--- config.mk ---
export PLATFORM = sky130hd
export DESIGN_NAME = draw_text_box
export DESIGN_NICKNAME = d
export VERILOG_FILES = /design/src/rtl/draw_text_box.sv
export SDC_FILE = /design/constraint.sdc
export NUM_CORES = 1
export LEC_CHECK = 0
export ABC_AREA = 1
export BUFFER_PORTS_ARGS = -buffer_cell sky130_fd_sc_hd__buf_2
export CAP_MARGIN = 20
export CORE_MARGIN = 10
export CORE_UTILIZATION = 48
export CTS_CLUSTER_SIZE = 40
export DETAILED_ROUTE_END_ITERATION = 8
export PLACE_DENSITY = 0.75
export SETUP_SLACK_MARGIN = 0.5
export SLEW_MARGIN = 20
export SYNTH_ARGS = -nofsm -noshare
export SYNTH_HDL_FRONTEND = slang
export SYNTH_SLANG_ARGS = --single-unit
--- constraint.sdc ---
create_clock -name pclk -period 1.69 [get_ports pclk]
set_input_delay 0.4225 -clock pclk [delete_from_list [all_inputs] [get_ports pclk]]
set_output_delay 0.4225 -clock pclk [all_outputs]
set_load 0.05 [all_outputs]
--- src/rtl/draw_text_box.sv ---
// Text box overlay: generates character/glyph-line addresses for an external
// font ROM, aligns the video stream with the ROM latency and composites glyph
// pixels (with optional transparency and a blinking inverse cursor) over rgb_in.
module draw_text_box #(
  parameter int          XPOS         = 140,
  parameter int          YPOS         = 400,
  parameter int          COLS         = 30,
  parameter int          ROWS         = 4,
  parameter logic [11:0] FG_RGB       = 12'hFFF,
  parameter logic [11:0] BG_RGB       = 12'h000,
  parameter int          TRANSPARENT  = 0,
  parameter int          ROM_LAT      = 2,
  parameter int          BLINK_FRAMES = 30
) (
  input  logic        pclk,
  input  logic        rst,
  input  logic [10:0] hcount_in,
  input  logic [10:0] vcount_in,
  input  logic [11:0] rgb_in,
  input  logic        cursor_en,
  input  logic [6:0]  cursor_col,
  input  logic [4:0]  cursor_row,
  input  logic [7:0]  char_pixels,
  output logic [6:0]  char_col,
  output logic [4:0]  char_row,
  output logic [3:0]  char_line,
  output logic [10:0] hcount_out,
  output logic [10:0] vcount_out,
  output logic [11:0] rgb_out
);

  // Box limits held one bit wider so XPOS+8*COLS cannot wrap in the compare.
  localparam logic [11:0] X_LO       = 12'(XPOS);
  localparam logic [11:0] X_HI       = 12'(XPOS + 8 * COLS);
  localparam logic [11:0] Y_LO       = 12'(YPOS);
  localparam logic [11:0] Y_HI       = 12'(YPOS + 16 * ROWS);
  localparam logic [10:0] XPOS_11    = 11'(XPOS);
  localparam logic [10:0] YPOS_11    = 11'(YPOS);
  localparam logic [5:0]  BLINK_LAST = 6'(BLINK_FRAMES - 1);

  logic        in_box;
  logic [6:0]  col_c;
  logic [4:0]  row_c;
  logic [3:0]  line_c;

  logic [10:0] h_d   [ROM_LAT];
  logic [10:0] v_d   [ROM_LAT];
  logic [11:0] rgb_d [ROM_LAT];
  logic        box_d [ROM_LAT];
  logic [6:0]  col_d [ROM_LAT];
  logic [4:0]  row_d [ROM_LAT];

  logic [5:0]  frame_cnt;
  logic        phase;

  logic [2:0]  bit_idx;
  logic        pix;
  logic        cur_hit;
  logic [11:0] rgb_next;

  // Address generation; the box test gates the subtraction so underflow never addresses a cell.
  always_comb begin
    in_box    = ({1'b0, hcount_in} >= X_LO) && ({1'b0, hcount_in} < X_HI) &&
                ({1'b0, vcount_in} >= Y_LO) && ({1'b0, vcount_in} < Y_HI);
    col_c     = 7'((hcount_in - XPOS_11) >> 3);
    row_c     = 5'((vcount_in - YPOS_11) >> 4);
    line_c    = 4'(vcount_in - YPOS_11);
    char_col  = in_box ? col_c  : 7'd0;
    char_row  = in_box ? row_c  : 5'd0;
    char_line = in_box ? line_c : 4'd0;
  end

  // Delay line matching the font ROM latency.
  always_ff @(posedge pclk) begin
    if (rst) begin
      for (int i = 0; i < ROM_LAT; i++) begin
        h_d[i]   <= '0;
        v_d[i]   <= '0;
        rgb_d[i] <= '0;
        box_d[i] <= 1'b0;
        col_d[i] <= '0;
        row_d[i] <= '0;
      end
    end else begin
      h_d[0]   <= hcount_in;
      v_d[0]   <= vcount_in;
      rgb_d[0] <= rgb_in;
      box_d[0] <= in_box;
      col_d[0] <= col_c;
      row_d[0] <= row_c;
      for (int i = 1; i < ROM_LAT; i++) begin
        h_d[i]   <= h_d[i-1];
        v_d[i]   <= v_d[i-1];
        rgb_d[i] <= rgb_d[i-1];
        box_d[i] <= box_d[i-1];
        col_d[i] <= col_d[i-1];
        row_d[i] <= row_d[i-1];
      end
    end
  end

  // Frame counter and cursor blink phase, stepped at the top-left pixel of each frame.
  always_ff @(posedge pclk) begin
    if (rst) begin
      frame_cnt <= '0;
      phase     <= 1'b0;
    end else if (hcount_in == 11'd0 && vcount_in == 11'd0) begin
      if (frame_cnt == BLINK_LAST) begin
        frame_cnt <= '0;
        phase     <= ~phase;
      end else begin
        frame_cnt <= frame_cnt + 6'd1;
      end
    end
  end

  // Pixel decode and colour select on the ROM-aligned stage.
  always_comb begin
    bit_idx = 3'(h_d[ROM_LAT-1] - XPOS_11);
    pix     = char_pixels[3'd7 - bit_idx];
    cur_hit = cursor_en && phase && box_d[ROM_LAT-1] &&
              (col_d[ROM_LAT-1] == cursor_col) && (row_d[ROM_LAT-1] == cursor_row);
    if (!box_d[ROM_LAT-1])
      rgb_next = rgb_d[ROM_LAT-1];
    else if (cur_hit)
      rgb_next = pix ? BG_RGB : FG_RGB;
    else if (pix)
      rgb_next = FG_RGB;
    else
      rgb_next = (TRANSPARENT != 0) ? rgb_d[ROM_LAT-1] : BG_RGB;
  end

  // Output register: adds the final cycle of latency.
  always_ff @(posedge pclk) begin
    if (rst) begin
      hcount_out <= '0;
      vcount_out <= '0;
      rgb_out    <= '0;
    end else begin
      hcount_out <= h_d[ROM_LAT-1];
      vcount_out <= v_d[ROM_LAT-1];
      rgb_out    <= rgb_next;
    end
  end

endmodule
# Yosys cells after proc, flatten, opt, wreduce, memory -nomap -nowiden

Memory sizes are Yosys's and may differ from the RTL's. A register that Yosys moved wholly into a read port is not among the register bits.
Cells that the tools add are included.

$add $sub $neg: 5
Magnitude comparators: 5
Equal/unequal tests: 3
Multiplexer cells: 25
Bitwise gates (word level): 13
Reduce and logical (&&, ||, !) cells: 11

Operators by type and width:

| cell                                                                   | count |
|---|---|
| 12-bit 2-to-1 mux                                                      | 6 |
| 11-bit 2-to-1 mux                                                      | 4 |
| 11-bit logical NOT                                                     | 2 |
| 11-bit by 9-bit < comparator with 1-bit output, second input constant  | 2 |
| 7-bit 2-to-1 mux                                                       | 3 |
| 5-bit 2-to-1 mux                                                       | 3 |
| 1-bit OR                                                               | 12 |
| 11-bit by 8-bit >= comparator with 1-bit output, second input constant | 1 |
| 11-bit by 9-bit >= comparator with 1-bit output, second input constant | 1 |
| 10-bit by 8-bit subtractor with 10-bit output, second input constant   | 1 |
| 9-bit subtractor, second input constant                                | 1 |
| 1-bit logical AND                                                      | 8 |
| 7-bit == test                                                          | 1 |
| 6-bit by 1-bit adder with 6-bit output, second input constant          | 1 |
| 6-bit by 5-bit == test with 1-bit output, second input constant        | 1 |
| 1-bit 2-to-1 mux                                                       | 6 |
| 6-bit 2-to-1 mux                                                       | 1 |
| 5-bit == test                                                          | 1 |
| 3-bit by 4-bit < comparator with 1-bit output, second input constant   | 1 |
| 4-bit 2-to-1 mux                                                       | 1 |
| 1-bit binary-select mux with 3-bit select                              | 1 |
| 3-bit subtractor, first input constant                                 | 1 |
| 3-bit subtractor, second input constant                                | 1 |
| 2-bit AND reduction                                                    | 1 |
| 1-bit inverter                                                         | 1 |

Flip-flop bits (word level): 30
Bits in writable memories: 94
Output and inout port bits: 50
Logic and storage cells: 72
Memories: 6

Memory list:

| memory | words | width | rd ports | clocked after memory_dff | wr ports | line | text |
|---|---|---|---|---|---|---|---|
| rgb_d  | 2     | 12    | 2        | 0                        | 2        | 48   | `logic [11:0] rgb_d [ROM_LAT];` |
| h_d    | 2     | 11    | 2        | 0                        | 2        | 46   | `logic [10:0] h_d [ROM_LAT];` |
| v_d    | 2     | 11    | 2        | 1                        | 2        | 47   | `logic [10:0] v_d [ROM_LAT];` |
| col_d  | 2     | 7     | 2        | 0                        | 2        | 50   | `logic [6:0] col_d [ROM_LAT];` |
| row_d  | 2     | 5     | 2        | 0                        | 2        | 51   | `logic [4:0] row_d [ROM_LAT];` |
| box_d  | 2     | 1     | 2        | 0                        | 2        | 49   | `logic box_d [ROM_LAT];` |

# Depth between registers and ports, before layout

Depth in word-level cells: 7
Gate-level depth with buffers: 11

# Worst setup path after synthesis

No wires, ideal clock.

Path type: in2out
Start: in hcount_in[2]
End: out char_col[0]
Data arrival time: 1.783 ns
Required time: 1.267 ns
Path slack: -0.515 ns
Cell stages on the path: 5
Cells stage by stage: ha_1 -> inv_1 -> o31ai_2 -> nand3_4 -> nor2_1

Longest elaborated chain between the ends: 5
Elaborated cells between the ends (all ways): 7
Those cells by class: add/sub: 1; order compare: 2; mux: 1; reduce/logical: 3

Ends and longest elaborated chain:

| item                                                                                                              | line | text |
|---|---|---|
| start: declaration                                                                                                | 17   | `input logic [10:0] hcount_in,` |
| 11-bit by 8-bit >= comparator with 1-bit output or 11-bit by 9-bit < comparator with 1-bit output (tied branches) | 63   | `in_box = ({1'b0, hcount_in} >= X_LO) && ({1'b0, hcount_in} < X_HI) &&` |
| 1-bit logical AND (2 in a row)                                                                                    | 63   |  |
| 1-bit logical AND                                                                                                 | 64   | `({1'b0, vcount_in} >= Y_LO) && ({1'b0, vcount_in} < Y_HI);` |
| 7-bit 2-to-1 mux *                                                                                                | 68   | `char_col = in_box ? col_c : 7'd0;` |
| end: declaration                                                                                                  | 24   | `output logic [6:0] char_col,` |

Mark *: on every way between the ends. The rest lies on a longest branch, timed or not.

# Worst setup path after layout

Start: in hcount_in[9]
End: out char_row[0]

Longest elaborated chain between the ends: 5
Elaborated cells between the ends (all ways): 6
Those cells by class: order compare: 2; mux: 1; reduce/logical: 3

Ends and longest elaborated chain:

| item                                                                                                              | line | text |
|---|---|---|
| 11-bit by 8-bit >= comparator with 1-bit output or 11-bit by 9-bit < comparator with 1-bit output (tied branches) | 63   |  |
| 1-bit logical AND * (2 in a row)                                                                                  | 63   |  |
| 1-bit logical AND *                                                                                               | 64   |  |
| 5-bit 2-to-1 mux *                                                                                                | 69   | `char_row = in_box ? row_c : 5'd0;` |
| end: declaration                                                                                                  | 25   | `output logic [4:0] char_row,` |

Marks and branches as above.

==> impl_results.md <==
- Run status: finished, violations left
- Violated checks: setup timing
- Antenna violations before repair: 0
- Slew headroom: 76.4%
- Drt drc: 0
- Vias per cell: 4.70
- Peak VDD IR: 0.528 mV
- Post-synthesis cell area: 4820 sq um
- Core Area: 9770 sq um
- Hold_buf cts: 0
- Layout cells sized above 1: 47.3%
- Post-synth cell types: 28
- Post-route ant nets: 0
- Dpl hpwl: 7.98 mm
- Fin Hold WS: 0.102 ns
- Post-Syn Nets: 677
- Ports: 107
- Chip Height: 120 microns
- Synth-to-layout area growth: 61.8%
- Fin worst setup slack: -0.466 ns
- Core Rows: 36
- Top_reg_cell synth: dfxtp_1
- RSZ-0062 raised after global routing: true
- Cells after DPL: 886
- Tot Pwr: 8.07 mW
- Worst Setup Start Kind: primary input
- Critical path class: primary input to output port
- Post-synth EDFFs: 0
- # clock sinks: 135
- First-pass GRT wire length: 20.4 mm
- Leading cell type in the layout, fill and taps excluded: inv_1
- Flop-to-flop setup slack: 0.21 ns
- Avg Cell Area, Syn: 7.86 sq um
- Leak Pwr: 3.62 nW
- Crit Path Max Fanout: 6
- Fin cells: 933
- GP Congestion: 0.872
- Diodes inserted: 0
- Tightest Hold Check Type: primary input to flip-flop
- Warnings, synthesis: 0
- Placement Setup Slack: -0.520 ns
- Fin crit share: 128%
- TritonRoute pass-1 iters: 5
- Seq cells post-synth: 135
- Highest clock rate: 464 MHz
- Post-DP Area: 6050 sq um
- Clk buf depth: 2
- Seq/Total Area, Yosys: 56.1%
- Total CTS buffers: 17
- PortBufs: 106
- Cells after Synth: 613
- DRT Wirelength: 14.5 mm
- Data arrival, critical path: 1.73 ns
- Starting Density: 49.3%
- Max Cap Viol: 0
- TritonCTS clock tree: built
- Gr usage total: 17.5%
- Net count, final: 851
- Asr flop ratio synth: 0%
- Worst Hold Depth: 3
- Clock Skews: 0.0111 ns
- Vias in the first global route: 4269
- Iter 0 DRT Violations: 340
- Die ar.: 14500 sq um
- Fillers: 599
- Commonest cells after routing, fill and taps aside: 122 x inv_1, 119 x nor2_1, 86 x dfxtp_1
- Worst-path clk slew: 0.06 ns
- Root buffer cell: clkbuf_8
- Worst endpoint required time: 1.27 ns
- Actual slew at the worst max-slew pin: 0.352 ns
- FF-to-FF path depth: 9
- Pin count of the biggest net entering global routing: 65
- Final cell area excluding filler cells: 7800 sq um
- Worst-skew pair later-pin latency: 0.52 ns
- Via count: 4386
- Fin. max-slew vios: 0
- Die width: 120 microns
- Routed wire length per instance: 15.5 microns
- Tmin final: 2.16 ns
- Final setup TNS: -7.25 ns
- Final Util: 79.8%
- Cell area power density: 1040 nW/um^2
- GR Overflow Total: 0
- # setup viols final: 16
- CTS H-tree lvls: 4
- Fin. Hold Viols: 0
- Crit path capture type: output port
-- synthesized netlist by cell type (all sizes together) (4+ instances only) --
cell type    n  share of area, %
nor2       154                13
inv        147                11
dfxtp      135                56
nand2       82               6.4
a21oi       20               2.2
nand3       17               2.3
clkbuf      11              0.86
xor2         9               1.6
buf          7              0.99
ha           7               1.8
nor3         6              0.73
nand4        5              0.65
xnor2        4              0.73
-- sequential cells by signal, summed over array words and instances, names as in the netlist --
signal and flops:
v_d 22, phase 1, rgb_d 24, h_d 22, frame_cnt 6, col_d 14, rgb_out 12, vcount_out 11
row_d 10, box_d 2, hcount_out 11
-- final timing paths --
path / start / to
setup / recovery: hcount_in[9] / char_row[0]
hold / removal: rgb_in[7] / rgb_d[0][7]$_SDFF_PP0_
setup reg to reg: col_d[0][10]$_SDFF_PP0_ / rgb_out[7]$_SDFF_PP0_
hold reg to reg: h_d[0][7]$_SDFF_PP0_ / h_d[0][18]$_SDFF_PP0_
-- where the power goes --
part           switching [mW]  total (mW)  leakage [nW]  internal [mW]
Combinational           0.457       0.784          2.18          0.327
Clock                    1.36        3.92         0.308           2.56
Sequential             0.0522        3.37          1.13           3.32
Total                    1.87        8.07          3.62           6.21
-- critical path, cell delays in order --
cell	delay, ns
buf_8	0.10
nor2_4	0.12
nand3_2	0.12
nor3_2	0.13
nand2_1	0.08
a21oi_2	0.16
nand3_4	0.14
clkbuf_16	0.21
nor2_4	0.09
buf_6	0.16
-- final cells by class --
cell class,count,area [sq um],area share [%]
Tap cell,133,166,2.13
Inverter,147,584,7.49
Clock inverter,10,166,2.13
Sequential cell,135,2770,35.6
Timing Repair Buffer,173,1640,21.0
Multi-Input combinational cell,313,2000,25.6
Clock buffer,22,473,6.06
-- kinds of logic after synthesis --
logic type / count (synthesis) / synth area share, %
flops: 135 / 56.1
fa+ha+maj: 7 / 1.82
simple gates: 268 / 23.5
buf+inv: 165 / 13.3
xor+xnor: 13 / 2.36
compound gates: 25 / 2.96
-- timing repair --
action	in CTS	in global routing
pin swaps	14	41
resized for setup	217	87
endpoints found under the setup margin	68	70
setup buffers	5	8
cloned	0	2
-- routing by layer --
| metal | part of all wire (%) | global-route usage (%) |
|---|---|---|
| met1 | 37 | 18.1 |
| met2 | 53 | 31.2 |
| met3 | 6.4 | 6.42 |
| met4 | 4.0 | 8.07 |
| met5 | 0 | 0 |
Power figures use the tool's default switching activity.
